<file path="src/rtl/ntt_bfu_sequencer.sv">
// ntt_bfu_sequencer
//   Drives the butterfly unit through every NTT/InvNTT layer of one polynomial
//   held in dual-port coefficient RAM. In each layer it issues one butterfly per
//   cycle: it reads the operand pair, forwards the read data and twiddle address
//   to the BFU on the following cycle, and writes each returning result pair back
//   to the addresses it was read from. A small in-flight FIFO pairs each result
//   with its addresses. Between layers the sequencer drains until every write of
//   the current layer has landed, because the next layer reads those words.
//
// Ports
//   clk_i, rstn_i                 clock, async active-low reset
//   start_i, abort_i              start (IDLE only) / cancel transform
//   selKD_i, selNTT_i             Kyber(1)/Dilithium(0), NTT(1)/InvNTT(0)
//   busy_o, done_o, error_o       status; error_o = result with empty FIFO
//   mem_re_o, mem_raddr{A,B}_o    RAM read, data returns next cycle
//   mem_rdata{A,B}_i              RAM read data
//   mem_we_o, mem_waddr{A,B}_o,
//   mem_wdata{A,B}_o              RAM write-back
//   bfu_valid_o, bfu_src{A,B}_o,
//   bfu_zeta_addr_o, bfu_sel*_o,
//   bfu_flush_o                   BFU request side
//   bfu_valid_i, bfu_result{A,B}_i BFU result side
module ntt_bfu_sequencer #(
   parameter int LOG_N   = 8,
   parameter int BFU_LAT = 5
) (
   input  logic             clk_i,
   input  logic             rstn_i,
   input  logic             start_i,
   input  logic             abort_i,
   input  logic             selKD_i,
   input  logic             selNTT_i,
   output logic             busy_o,
   output logic             done_o,
   output logic             error_o,
   output logic             mem_re_o,
   output logic [LOG_N-1:0] mem_raddrA_o,
   output logic [LOG_N-1:0] mem_raddrB_o,
   input  logic [31:0]      mem_rdataA_i,
   input  logic [31:0]      mem_rdataB_i,
   output logic             mem_we_o,
   output logic [LOG_N-1:0] mem_waddrA_o,
   output logic [LOG_N-1:0] mem_waddrB_o,
   output logic [31:0]      mem_wdataA_o,
   output logic [31:0]      mem_wdataB_o,
   output logic             bfu_valid_o,
   output logic [31:0]      bfu_srcA_o,
   output logic [31:0]      bfu_srcB_o,
   output logic [15:0]      bfu_zeta_addr_o,
   output logic             bfu_selKD_o,
   output logic             bfu_selNTT_o,
   output logic             bfu_flush_o,
   input  logic             bfu_valid_i,
   input  logic [31:0]      bfu_resultA_i,
   input  logic [31:0]      bfu_resultB_i
);

   localparam int HALF  = (1 << LOG_N) / 2;
   localparam int BW    = LOG_N - 1;              // butterfly index width
   localparam int LGW   = $clog2(LOG_N);          // log2(len) width
   localparam int DEPTH = BFU_LAT + 2;
   localparam int PW    = $clog2(DEPTH);
   localparam int CW    = $clog2(DEPTH + 1);
   localparam int DW    = $clog2(BFU_LAT + 1);

   typedef enum logic [1:0] {S_IDLE, S_ISSUE, S_DRAIN, S_DONE} state_t;

   state_t           r_state, w_state_nxt;
   logic [BW-1:0]    r_b;
   logic [LGW-1:0]   r_lglen;
   logic             r_selKD, r_selNTT;
   logic             r_vld;
   logic [LOG_N-1:0] r_k;
   logic             r_err;
   logic [DW-1:0]    r_drop;
   logic [PW-1:0]    r_wptr, r_rptr;
   logic [CW-1:0]    r_cnt;
   logic [2*LOG_N-1:0] r_fifo [DEPTH];

   logic             w_abort, w_start, w_push, w_accept, w_pop, w_err;
   logic             w_last_b, w_final, w_next_layer;
   logic [LGW-1:0]   w_lg_first, w_lg_min;
   logic [LOG_N-1:0] w_bx, w_len, w_g, w_j, w_raddrA, w_raddrB;
   logic [LOG_N-1:0] w_half_sh, w_k;
   logic [2*LOG_N-1:0] w_head;

   // Abort only means something once a transform is running.
   assign w_abort  = abort_i & (r_state != S_IDLE);
   assign w_start  = (r_state == S_IDLE) & start_i & ~abort_i;
   assign w_push   = (r_state == S_ISSUE) & ~w_abort;
   // Results landing inside the post-abort window belong to the cancelled run.
   assign w_accept = bfu_valid_i & ~w_abort & (r_drop == '0);
   assign w_pop    = w_accept & (r_cnt != '0);
   assign w_err    = w_accept & (r_cnt == '0);

   assign w_last_b = (r_b == BW'(HALF - 1));
   // Kyber stops one layer short: the len=1 layer is skipped.
   assign w_lg_min   = r_selKD ? LGW'(1) : '0;
   assign w_final    = r_selNTT ? (r_lglen == w_lg_min) : (r_lglen == LGW'(LOG_N - 1));
   assign w_lg_first = selNTT_i ? LGW'(LOG_N - 1) : (selKD_i ? LGW'(1) : '0);
   assign w_next_layer = (r_state == S_DRAIN) & (r_cnt == '0) & ~w_final & ~w_abort;

   // Butterfly b of a layer with len = 2**lglen:
   //   g = b >> lglen, j = b & (len-1), A = 2*len*g + j, B = A + len
   assign w_bx     = {1'b0, r_b};
   assign w_len    = LOG_N'(1) << r_lglen;
   assign w_g      = w_bx >> r_lglen;
   assign w_j      = w_bx & (w_len - LOG_N'(1));
   assign w_raddrA = ((w_g << 1) << r_lglen) | w_j;
   assign w_raddrB = w_raddrA + w_len;

   // NTT: k = N/(2len) + g. InvNTT: k = N/len - 1 - g, computed modulo 2**LOG_N
   // so the len=1 case (N - 1 - g) needs no extra bit.
   assign w_half_sh = LOG_N'(HALF) >> r_lglen;
   assign w_k       = r_selNTT ? (w_half_sh + w_g) : ((w_half_sh << 1) - LOG_N'(1) - w_g);

   assign w_head = r_fifo[r_rptr];

   always_comb begin
      w_state_nxt = r_state;
      case (r_state)
         S_IDLE:  if (start_i && !abort_i) w_state_nxt = S_ISSUE;
         S_ISSUE: if (w_last_b) w_state_nxt = S_DRAIN;
         S_DRAIN: if (r_cnt == '0) w_state_nxt = w_final ? S_DONE : S_ISSUE;
         S_DONE:  w_state_nxt = S_IDLE;
         default: w_state_nxt = S_IDLE;
      endcase
      if (w_abort) w_state_nxt = S_IDLE;
   end

   always_ff @(posedge clk_i or negedge rstn_i) begin
      if (!rstn_i) begin
         r_state  <= S_IDLE;
         r_b      <= '0;
         r_lglen  <= '0;
         r_selKD  <= 1'b0;
         r_selNTT <= 1'b0;
         r_vld    <= 1'b0;
         r_k      <= '0;
         r_err    <= 1'b0;
         r_drop   <= '0;
      end else begin
         r_state <= w_state_nxt;
         // Read data arrives one cycle after the issue; k follows it.
         r_vld   <= w_push;
         r_k     <= w_k;
         if (w_start) begin
            r_selKD  <= selKD_i;
            r_selNTT <= selNTT_i;
            r_lglen  <= w_lg_first;
            r_b      <= '0;
            r_err    <= 1'b0;
         end else begin
            if (w_err) r_err <= 1'b1;
            // b wraps to 0 after the last butterfly, ready for the next layer.
            if (w_push) r_b <= r_b + BW'(1);
            if (w_next_layer)
               r_lglen <= r_selNTT ? (r_lglen - LGW'(1)) : (r_lglen + LGW'(1));
         end
         if (w_abort)
            r_drop <= DW'(BFU_LAT);
         else if (r_drop != '0)
            r_drop <= r_drop - DW'(1);
      end
   end

   // In-flight FIFO: occupancy is the number of butterflies awaiting write-back.
   always_ff @(posedge clk_i or negedge rstn_i) begin
      if (!rstn_i) begin
         r_wptr <= '0;
         r_rptr <= '0;
         r_cnt  <= '0;
      end else if (w_abort) begin
         r_wptr <= '0;
         r_rptr <= '0;
         r_cnt  <= '0;
      end else begin
         if (w_push) r_wptr <= (r_wptr == PW'(DEPTH - 1)) ? '0 : r_wptr + PW'(1);
         if (w_pop)  r_rptr <= (r_rptr == PW'(DEPTH - 1)) ? '0 : r_rptr + PW'(1);
         case ({w_push, w_pop})
            2'b10:   r_cnt <= r_cnt + CW'(1);
            2'b01:   r_cnt <= r_cnt - CW'(1);
            default: r_cnt <= r_cnt;
         endcase
      end
   end

   always_ff @(posedge clk_i or negedge rstn_i) begin
      if (!rstn_i) begin
         for (int i = 0; i < DEPTH; i++) r_fifo[i] <= '0;
      end else if (w_push) begin
         r_fifo[r_wptr] <= {w_raddrA, w_raddrB};
      end
   end

   // Datapath outputs are gated to zero whenever their strobe is low.
   assign busy_o          = (r_state == S_ISSUE) | (r_state == S_DRAIN);
   assign done_o          = (r_state == S_DONE) & ~w_abort;
   assign error_o         = r_err;
   assign mem_re_o        = w_push;
   assign mem_raddrA_o    = w_push ? w_raddrA : '0;
   assign mem_raddrB_o    = w_push ? w_raddrB : '0;
   assign mem_we_o        = w_pop;
   assign mem_waddrA_o    = w_pop ? w_head[2*LOG_N-1:LOG_N] : '0;
   assign mem_waddrB_o    = w_pop ? w_head[LOG_N-1:0] : '0;
   assign mem_wdataA_o    = w_pop ? bfu_resultA_i : '0;
   assign mem_wdataB_o    = w_pop ? bfu_resultB_i : '0;
   assign bfu_valid_o     = r_vld;
   assign bfu_srcA_o      = r_vld ? mem_rdataA_i : '0;
   assign bfu_srcB_o      = r_vld ? mem_rdataB_i : '0;
   assign bfu_zeta_addr_o = r_vld ? 16'(r_k) : '0;
   assign bfu_selKD_o     = r_selKD;
   assign bfu_selNTT_o    = r_selNTT;
   assign bfu_flush_o     = w_abort;

endmodule

</file>
<file path="config.mk">
export PLATFORM = sky130hd
export DESIGN_NAME = ntt_bfu_sequencer
export DESIGN_NICKNAME = d
export VERILOG_FILES = /design/src/rtl/ntt_bfu_sequencer.sv
export SDC_FILE = /design/constraint.sdc
export NUM_CORES = 1
export LEC_CHECK = 0
export BUFFER_PORTS_ARGS = -buffer_cell sky130_fd_sc_hd__buf_2
export CORE_MARGIN = 1.5
export CORE_UTILIZATION = 55
export DETAILED_ROUTE_END_ITERATION = 10
export PLACE_DENSITY = 0.9
export REMOVE_ABC_BUFFERS = 1
export SLEW_MARGIN = 20
export SYNTH_ARGS = -nofsm -noshare
export SYNTH_HDL_FRONTEND = slang
export SYNTH_SLANG_ARGS = --single-unit
</file>
<file path="constraint.sdc">
create_clock -name clk_i -period 6.25 [get_ports clk_i]
set_clock_uncertainty 0.05 [all_clocks]
set_input_delay 0.625 -clock clk_i [delete_from_list [all_inputs] [get_ports clk_i]]
set_output_delay 0.625 -clock clk_i [all_outputs]
set_load 0.01 [all_outputs]
</file>
==> reports/qor.csv, run 1 <==
metric,value,unit
status,finished clean,
grt_usage,37.28,%
synth-seq-cells,148,
placed_cell_area,0.01053,mm²
cts_setup_buffers,0,
synth_area_leaders,"dfrtp_1 (41%), and2_1 (9.7%), o21ai_0 (5.8%)",
io_buffers,311,
maxSlewHeadroom,28.59,%
grt_max_degree,94,
dr_wl_met2,14110,µm
synth_top_area_cell,dfrtp_1,
max_stage_delay,700,ps
clkTransAtPathRegs,60,ps
cts_hold_buf,0,
r2r_cells,14,
final_hold_viol_count,0,
syn_to_final_growth,24.17,%
async_reset_ff_share,100.0,%
synthCells,1005,
p_leak,5.778,nW
antenna_found_initial,9,
start_kind,register,
synth_top_area_share,41.36,%
fillCellCount,1197,
worstPathArrival,4680,ps
ant_nets,0,
dieHeight,130.6,µm
multi_input_area,0.004800,mm²
critical_path_required,5570,ps
fp.dieArea,0.01706,mm²
ys_seq_area_share,41.36,%
synth_edf_count,0,
place_inst,1470,
clk_path_buf_depth,2,
cts_resized,0,
yosys_warnings,0,
grt_pass1_wl,46930,µm
switching_power,1.947,mW
path_class,reg2out,
rsz0062_at_grt,false,
finalNonFillerCells,1506,
grt_pass1_vias,8404,
period_share,85.74,%
avgSynthCellArea,8.910,µm²
gp_congestion,0.9349,
p_per_area,415.6,mW/mm²
vias,8830,
hold_path_class,in2async,
viasPerCell,5.863,
drt_iter0_markers,1254,
setup-tns-final,0,ps
register_area,0.003704,mm²
final-setup-viol-count,0,
routed_wl,31550,µm
fmax,186.6,MHz
wl_met1,11740,µm
hpwlAfterDp,20940,µm
synthDistinctLibCells,61,
r2r_start,r_lglen[0]$_DFFE_PN0P_,
path_buf_inv,3,
p_clk_share,21.8,%
wire_per_inst,20.95,µm
regToRegSetupSlack,1870,ps
num_io_pins,320,
p_seq_share,33.7,%
syn_area,0.008955,mm²
wl_met3,3475,µm
cpLargestDelayFamily,compound AO/OA/AOI/OAI gates,
p_sw_share,42.13,%
peakVddDrop,0.0002535,V
cts.sinks,148,
intPower,2.674,mW
slowest_stage,dfrtp_1,
max-cap-violations,0,
die_x,130.6,µm
rows,46,
drv_slew,0,
clock_tree.root_cell,clkbuf_16,
core_area,0.01589,mm²
cp_num_cells,14,
drt-pass1-iter-count,6,
cts_tree,done,
finalNetCount,1439,
drive_gt1_share,30.56,%
fin_area,0.01112,mm²
drc,0,
p_comb_share,44.5,%
overflow,0,
cp_common_cell,a21oi_1,
cts_buffers,17,
r2r-end,r_fifo[101]$_DFFE_PN0P_,
cp_cell_sequence,nor3_1 -> inv_1 -> ha_1 -> nor2b_1 -> a21oi_1 -> inv_1 -> fa_1 -> a21o_1 -> a21oi_1 -> o21bai_1 -> a21oi_1 -> xnor2_1 -> and2_1 -> buf_2,
insertion_delay,420,ps
worst_slew_pin_slew,1067,ps
fin_crit,5359,ps
start_util,56.37,%
worst-path-max-fanout,25,
highest_layer,met5,
htree_levels,4,
endpoint_kind,output port,
synth_top_flop_cell,dfrtp_1,
## stage by stage
stage                     total power [mW]  setup slack (ps)  util (%)  hold WS, ps
final                                4.621             891.5     70.00        231.3
after global placement               3.441              1650     66.28        403.3
after detailed placement             3.531              1472     66.28        415.4
after CTS                            4.577             950.9     69.92        267.0
after global routing                 4.909             608.8     70.00        295.2
after floorplan                      2.824              2219         -        279.4
## power by group through the flow
stage | combinational (mW) | clock [mW] | sequential [mW]
5_1_grt | 2.27 | 1.06 | 1.59
2_1_floorplan | 1.30 | 0 | 1.53
3_5_place_dp | 1.98 | 0 | 1.55
4_1_cts | 2.02 | 1.01 | 1.54
6_report | 2.05 | 1.01 | 1.56
3_3_place_gp | 1.91 | 0 | 1.53
## sequential cells by signal (all words and copies together), names as in the netlist
name / cells
r_fifo: 112
r_k: 8
r_b: 7
r_cnt: 3
r_drop: 3
r_lglen: 3
r_rptr: 3
r_wptr: 3
r_state: 2
bfu_selKD_o: 1
bfu_selNTT_o: 1
bfu_valid_o: 1
error_o: 1
## kinds of logic after synthesis
logic type / Yosys count / share of synthesized area, %
muxes: 53 / 8.509
adders and majority gates: 31 / 4.751
and+or+nand+nor: 418 / 23.31
other: 1 / 0.04188
xor gates and xnor gates: 28 / 2.739
DFF: 148 / 41.36
buffers and inverters: 110 / 5.407
AOI/OAI and AO/OA: 216 / 13.89
## per-layer routing
layer  track usage [%]  vias up
met5             3.824        -
met4             24.37       10
met3             15.11      130
met2             54.43      556
met1             45.48     4226
li1                  -     3908
## worst max path at each step
stage	startpoint	to	slack, ps
global route	r_lglen[0]$_DFFE_PN0P_	mem_raddrB_o[6]	610
global placement	r_lglen[0]$_DFFE_PN0P_	mem_raddrB_o[7]	1650
floorplan	r_lglen[0]$_DFFE_PN0P_	mem_raddrB_o[6]	2220
finish	r_lglen[0]$_DFFE_PN0P_	mem_raddrB_o[6]	890
detailed placement	r_lglen[0]$_DFFE_PN0P_	mem_raddrB_o[6]	1470
CTS	r_lglen[0]$_DFFE_PN0P_	mem_raddrB_o[6]	950
## cell usage in the layout, fill, tap and decap left out, drive strengths merged, types with 4 or more instances in the layout
| cell type | n |
|---|---|
| diode | 4 |
| a21o | 5 |
| fa | 5 |
| xnor2 | 13 |
| dfrtp | 148 |
| and3 | 6 |
| clkbuf | 20 |
| a211oi | 22 |
| conb | 9 |
| buf | 323 |
| and2 | 139 |
| nor2b | 9 |
| nand4 | 4 |
| nand2 | 124 |
| inv | 28 |
| xor2 | 15 |
| a21oi | 56 |
| o21ai | 108 |
| ha | 26 |
| nor3 | 10 |
| mux4 | 17 |
| mux2 | 15 |
| nor2 | 100 |
| mux2i | 21 |
| nand3 | 7 |
| clkinv | 9 |
## synthesized netlist by cell type (4+ instances only)
master / n
dfrtp_1: 148
and2_1: 139
nand2_1: 124
o21ai_0: 103
nor2_1: 100
a21oi_1: 55
clkbuf_1: 48
ha_1: 26
inv_1: 26
a211oi_1: 21
mux2i_1: 21
buf_2: 17
mux4_2: 17
mux2_2: 15
xor2_1: 15
xnor2_1: 13
buf_4: 11
nor3_1: 10
nor2b_1: 9
nand3_1: 7
and3_1: 6
a21o_1: 5
fa_1: 5
o21ai_1: 5
buf_1: 4
nand4_1: 4
## cell type report
class / count / share of cell area, %
clock inverter: 12 / 1.182
inverter: 28 / 0.9452
antenna: 4 / 0.09002
tap: 216 / 2.431
sequential: 148 / 33.31
timing repair buffer: 323 / 14.86
multi-input combinational: 755 / 43.16
clock buffer: 20 / 4.017
(Power assumes the default switching activity.)
==> run 2, diff against run 1 <==
--- a/config.mk
+++ b/config.mk
@@ -9,5 +9,5 @@
 export CORE_MARGIN = 1.5
-export CORE_UTILIZATION = 55
+export CORE_UTILIZATION = 51
 export DETAILED_ROUTE_END_ITERATION = 10
-export PLACE_DENSITY = 0.9
+export PLACE_DENSITY = 0.85
 export REMOVE_ABC_BUFFERS = 1
==> constraint.sdc (replaced) <==
create_clock -name clk_i -period 6.1 [get_ports clk_i]
set_clock_uncertainty 0.05 [all_clocks]
set_input_delay 0.61 -clock clk_i [delete_from_list [all_inputs] [get_ports clk_i]]
set_output_delay 0.61 -clock clk_i [all_outputs]
set_load 0.005 [all_outputs]
==> run 2 against run 1 <==
Against the previous run: cell count grew 0.60%; sequential share of layout area fell by 0.16 points; die area is 7.7% higher; flip-flop and latch count did not move; critical endpoint unchanged; setup slack better by 74 ps; global-route usage fell by 3.9 points; critical path depth did not move; first-iteration DRC count down 32%; combinational power shrank 2%; via count down 4.2%; core utilization down 5.2 points.
==> reports/qor.csv, run 2 (same netlist as run 1, synthesis figures left out) <==
metric,value,unit,change
worst-path-max-fanout,25,,unchanged
worstPathArrival,4470,ps,-210 ps
clk_path_buf_depth,2,,unchanged
path_class,reg2out,,
cts_resized,0,,unchanged
fillCellCount,1427,,+19%
placed_cell_area,0.01056,mm²,+0.25%
fp.dieArea,0.01836,mm²,+7.7%
clkTransAtPathRegs,60,ps,about the same
rsz0062_at_grt,false,,
p_comb_share,42.9,%,-1.6 points
start_kind,register,,
overflow,0,,unchanged
clock_tree.root_cell,clkbuf_16,,
insertion_delay,430,ps,about the same
layout_common_cells,"buf_2 (310), dfrtp_1 (148), and2_1 (139)",,
p_sw_share,40.30,%,-1.8 points
core_area,0.01724,mm²,+8.5%
p_seq_share,34.0,%,+0.3 points
final_common_cell,buf_2,,
dieHeight,135.5,µm,+3.8%
worst_slew_pin_slew,980.3,ps,-86.34 ps
io_buffers,311,,unchanged
grtUsageMet2,51.13,%,-3.3 points
fin_crit,5135,ps,
maxSlewHeadroom,34.37,%,+5.8 points
vias,8459,,-4.2%
regMostFlops,r_fifo,,
hold_path_class,in2async,,
status,finished clean,,
drt_iter0_markers,858,,-32%
grt_pass1_vias,8062,,-4.1%
period_share,84.18,%,
drive_gt1_share,30.75,%,+0.19 points
drt-pass1-iter-count,6,,unchanged
power.total,4.682,mW,+1.3%
htree_levels,4,,unchanged
drc,0,,unchanged
grt_max_degree,80,,-15%
p_leak,5.795,nW,+0.31%
critical_path_required,5440,ps,-130 ps
ant_nets,0,,unchanged
cts_hold_buf,0,,unchanged
holdWs,170.7,ps,-60.64 ps
gp_congestion,0.9443,,+1.0%
grt_most_used_layer,met2,,
grt_pass1_wl,45710,µm,-2.6%
peakVddDrop,0.0002571,V,+1.4%
cts_tree,done,,
routed_wl,30500,µm,-3.3%
fmax,194.7,MHz,
viasPerCell,5.583,,-4.8%
finalNetCount,1441,,+0.14%
start_util,51.95,%,-4.4 points
drv_slew,0,,unchanged
final-setup-viol-count,0,,unchanged
syn_to_final_growth,24.77,%,
rows,48,,+4.3%
setup-tns-final,0,ps,unchanged
switching_power,1.887,mW,-3.1%
intPower,2.795,mW,+4.5%
wire_per_inst,20.13,µm,-3.9%
cts_buffers,17,,unchanged
largest_reg_flops,112,,unchanged
use_met1,41.23,%,-4.2 points
antenna_found_initial,4,,-5
cts_setup_buffers,0,,unchanged
p_per_area,419.0,mW/mm²,+0.83%
die_x,135.5,µm,+3.8%
num_io_pins,320,,unchanged
endpoint_kind,output port,,
grt_usage,33.37,%,-3.9 points
final_hold_viol_count,0,,unchanged
grt_util_met3,10.18,%,-4.9 points
p_clk_share,23.1,%,+1.3 points
cts.sinks,148,,unchanged
fin_area,0.01117,mm²,+0.48%
max-cap-violations,0,,unchanged
reg_top3,"r_fifo x112, r_k x8, r_b x7",,
hpwlAfterDp,21430,µm,+2.3%
==> run 2: cell count changes in the layout (fill, tap and decap cells not counted) <==
cell | previous run | this run
clkbuf_8 | 1 | 2
buf_4 | 12 | 14
clkinvlp_4 | 1 | 3
diode_2 | 4 | 2
bufinv_16 | 2 | 3
clkinv_2 | 4 | 3
clkbuf_1 | 2 | 1
clkinv_4 | 4 | 2
==> run 2: through the flow <==
step           setup WS (ps)  instances  util (%)
2_1_floorplan           2118        931         -
3_3_place_gp            1579       1481     61.24
3_5_place_dp            1475       1481     61.24
4_1_cts                 1040       1513     64.78
5_1_grt                582.8       1515     64.82
6_report               965.1       1515     64.82
==> run 2: critical path: stages (launching register included) <==
cell	delay, ps
dfrtp_1	700
nor3_1	490
inv_1	110
ha_1	290
nor2b_1	40
a21oi_1	490
inv_1	180
fa_1	460
a21o_1	170
a21oi_1	220
o21bai_1	90
a21oi_1	170
xnor2_1	310
and2_1	200
buf_2	100
==> run 2: final cells by class <==
cell class | instances | area, µm² | area share [%]
Antenna cell | 2 | 5.005 | 0.04479
Clock buffer | 20 | 456.7 | 4.087
Clock inverter | 12 | 153.9 | 1.377
Inverter | 28 | 105.1 | 0.9407
Multi-Input combinational cell | 755 | 4800 | 42.96
Sequential cell | 148 | 3704 | 33.15
Tap cell | 225 | 281.5 | 2.520
Timing Repair Buffer | 325 | 1668 | 14.93
==> run 2: path summary, 6_finish.rpt <==
path                       slack [ps]                  endpoint  cells past startpoint                   start
setup reg to reg                 1930   r_fifo[103]$_DFFE_PN0P_                     13  r_lglen[0]$_DFFE_PN0P_
setup / recovery                  970           mem_raddrB_o[6]                     14  r_lglen[0]$_DFFE_PN0P_
hold reg to reg                   430    r_fifo[63]$_DFFE_PN0P_                      2  r_fifo[63]$_DFFE_PN0P_
min in group clk_i                380  bfu_selNTT_o$_DFFE_PN0P_                      3                selNTT_i
max in group asynchronous        4500    r_fifo[60]$_DFFE_PN0P_                      2                  rstn_i
hold / removal                    170    r_fifo[35]$_DFFE_PN0P_                      1                  rstn_i
==> run 2: layer usage <==
metal | wire (µm) | up-vias
li1 | - | 3907
met1 | 11620 | 4035
met2 | 14100 | 430
met3 | 2876 | 83
met4 | 1873 | 4
met5 | 31 | -
==> run 2: power by group through the flow <==
stage / clock network (mW) / logic (mW) / registers (mW)
6_report: 1.08 / 2.01 / 1.59
5_1_grt: 1.13 / 2.23 / 1.63
3_3_place_gp: 0 / 1.91 / 1.57
4_1_cts: 1.08 / 1.99 / 1.58
2_1_floorplan: 0 / 1.26 / 1.56
3_5_place_dp: 0 / 1.96 / 1.59
==> run 3, diff against run 2 <==
- CORE_UTILIZATION: 51 -> 46
- PLACE_DENSITY: 0.85 -> 0.81
- clock period: 6.1 -> 4.59 ns (I/O delays scaled with it)
==> run 3 against run 2 <==
Against the previous run: sequential share of layout area down 0.68 points; critical endpoint is now mem_raddrB_o[7]; register-to-register slack worse by 880 ps; via count up 1.2%; critical path depth up 1.
==> reports/qor.csv, run 3 (same netlist as run 1, synthesis figures left out) <==
metric,value,unit,change
clkTransAtPathRegs,60,ps,about the same
start_util,47.40,%,-4.6 points
final_common_cell,buf_2,,
dieHeight,142.5,µm,+5.2%
clock_tree.root_cell,clkbuf_16,,
drv_slew,0,,unchanged
antenna_found_initial,6,,+2
insertion_delay,430,ps,about the same
clk_path_buf_depth,2,,unchanged
peakVddDrop,0.0003323,V,+29%
register_area,0.003705,mm²,about the same
final-setup-viol-count,0,,unchanged
grt_pass1_vias,7953,,-1.4%
final_hold_viol_count,0,,unchanged
vias,8562,,+1.2%
fin_area,0.01141,mm²,+2.1%
place_inst,1531,,+3.4%
fillCellCount,1703,,+19%
drt-pass1-iter-count,5,,-1
cts_buffers,17,,unchanged
final_util,60.39,%,-4.4 points
worst-path-max-fanout,18,,-28%
drt_iter0_markers,966,,+13%
overflow,0,,unchanged
start_kind,register,,
power.total,6.445,mW,+38%
hpwlAfterDp,23400,µm,+9.2%
cts.sinks,148,,unchanged
core_area,0.01889,mm²,+9.6%
path_class,reg2out,,
largest_reg_flops,112,,unchanged
viasPerCell,5.474,,-2.0%
die_x,142.5,µm,+5.2%
endpoint_kind,output port,,
fin_crit,4339,ps,
regMostFlops,r_fifo,,
pre_cts_slack,423.8,ps,-1051 ps
reg_top3,"r_fifo x112, r_k x8, r_b x7",,
drc,0,,unchanged
max-cap-violations,0,,unchanged
multi_input_area,0.004827,mm²,+0.57%
ant_nets,0,,unchanged
setup-tns-final,0,ps,unchanged
routed_wl,31720,µm,+4.0%
drive_gt1_share,31.80,%,+1.1 points
cts_tree,done,,
syn_to_final_growth,27.41,%,
placed_cell_area,0.01071,mm²,+1.5%
htree_levels,4,,unchanged
worstPathArrival,3830,ps,-640 ps
finalNonFillerCells,1564,,+3.2%
gp_congestion,0.9689,,+2.6%
p_leak,5.913,nW,+2.0%
critical_path_required,4080,ps,-1360 ps
grt_pass1_wl,46420,µm,+1.5%
cts_setup_buffers,0,,unchanged
rows,50,,+4.2%
num_io_pins,320,,unchanged
grt_max_degree,122,,+53%
p_per_area,564.9,mW/mm²,+35%
wire_per_inst,20.28,µm,+0.73%
io_buffers,311,,unchanged
fmax,230.5,MHz,
finalNetCount,1456,,+1.0%
rsz0062_at_grt,true,,
worst_slew_pin_slew,956.9,ps,-23.39 ps
fp.dieArea,0.02031,mm²,+11%
maxSlewHeadroom,36.21,%,+1.8 points
cts_hold_buf,0,,unchanged
grt_usage,31.25,%,-2.1 points
hold_path_class,in2async,,
status,finished clean,,
setup_slack,251.2,ps,-713.9 ps
layout_common_cells,"buf_2 (310), dfrtp_1 (147), and2_1 (139)",,
period_share,94.53,%,
holdWs,105.7,ps,-64.95 ps
run 3: changes by cell type in the layout (fill, tap and decap cells not counted), sizes merged:
cell      before  now
buf          325  339
inv           28   27
clkinvlp       3    1
clkbuf        20   24
clkinv         6    3
bufinv         3    5
run 3: per-layer routing:
layer | vias to the layer above | track usage (%) | routed length (µm)
li1 | 3954 | - | -
met1 | 4116 | 45.59 | 14010
met2 | 448 | 45.30 | 13660
met3 | 40 | 9.690 | 3584
met4 | 4 | 7.379 | 432
met5 | - | 0 | 31
run 3: report_power, final:
| group | internal, mW | switching (mW) |
|---|---|---|
| logic | 1.18 | 1.63 |
| registers | 1.73 | 0.347 |
| clock network | 1.02 | 0.539 |
run 3: area by class of cell:
class	count	area share, %
multi-input cells	755	42.31
flip-flops and latches	148	32.47
repair buffers	340	15.63
clock buffers	23	4.277
well taps	260	2.851
clock inverters	8	1.502
inverters	28	0.9212
diodes	2	0.04386
run 3: timing repair:
action / 4_1_cts / 5_1_grt
pin swaps: 0 / 0
endpoints found under the setup margin: 2 / 2
gates resized for setup: 1 / 5
run 3: worst paths after layout:
check | depth (start not counted) | slack [ps] | endpoint | start
worst max-delay path | 15 | 250 | mem_raddrB_o[7] | r_lglen[1]$_DFFE_PN0P_
worst min-delay path | 1 | 110 | r_fifo[63]$_DFFE_PN0P_ | rstn_i
worst max register to register | 11 | 1050 | r_k[7]$_DFF_PN0_ | r_lglen[2]$_DFFE_PN0P_
worst min register to register | 2 | 430 | r_fifo[105]$_DFFE_PN0P_ | r_fifo[105]$_DFFE_PN0P_
max in group asynchronous | 2 | 3390 | r_lglen[0]$_DFFE_PN0P_ | rstn_i
min in group clk_i | 3 | 200 | bfu_selKD_o$_DFFE_PN0P_ | selKD_i
run 3: critical path, cell delays in order, from the launching register on:
cell     delay, ps
dfrtp_1        540
buf_4          280
mux4_2         330
nor2_1         110
a311o_1        150
a21oi_1         90
a21oi_2        160
inv_1           60
ha_1           310
a21oi_1        220
nor2b_1         90
o21a_1         200
o41ai_2        320
xnor2_2        190
nor2_1         200
buf_2          150
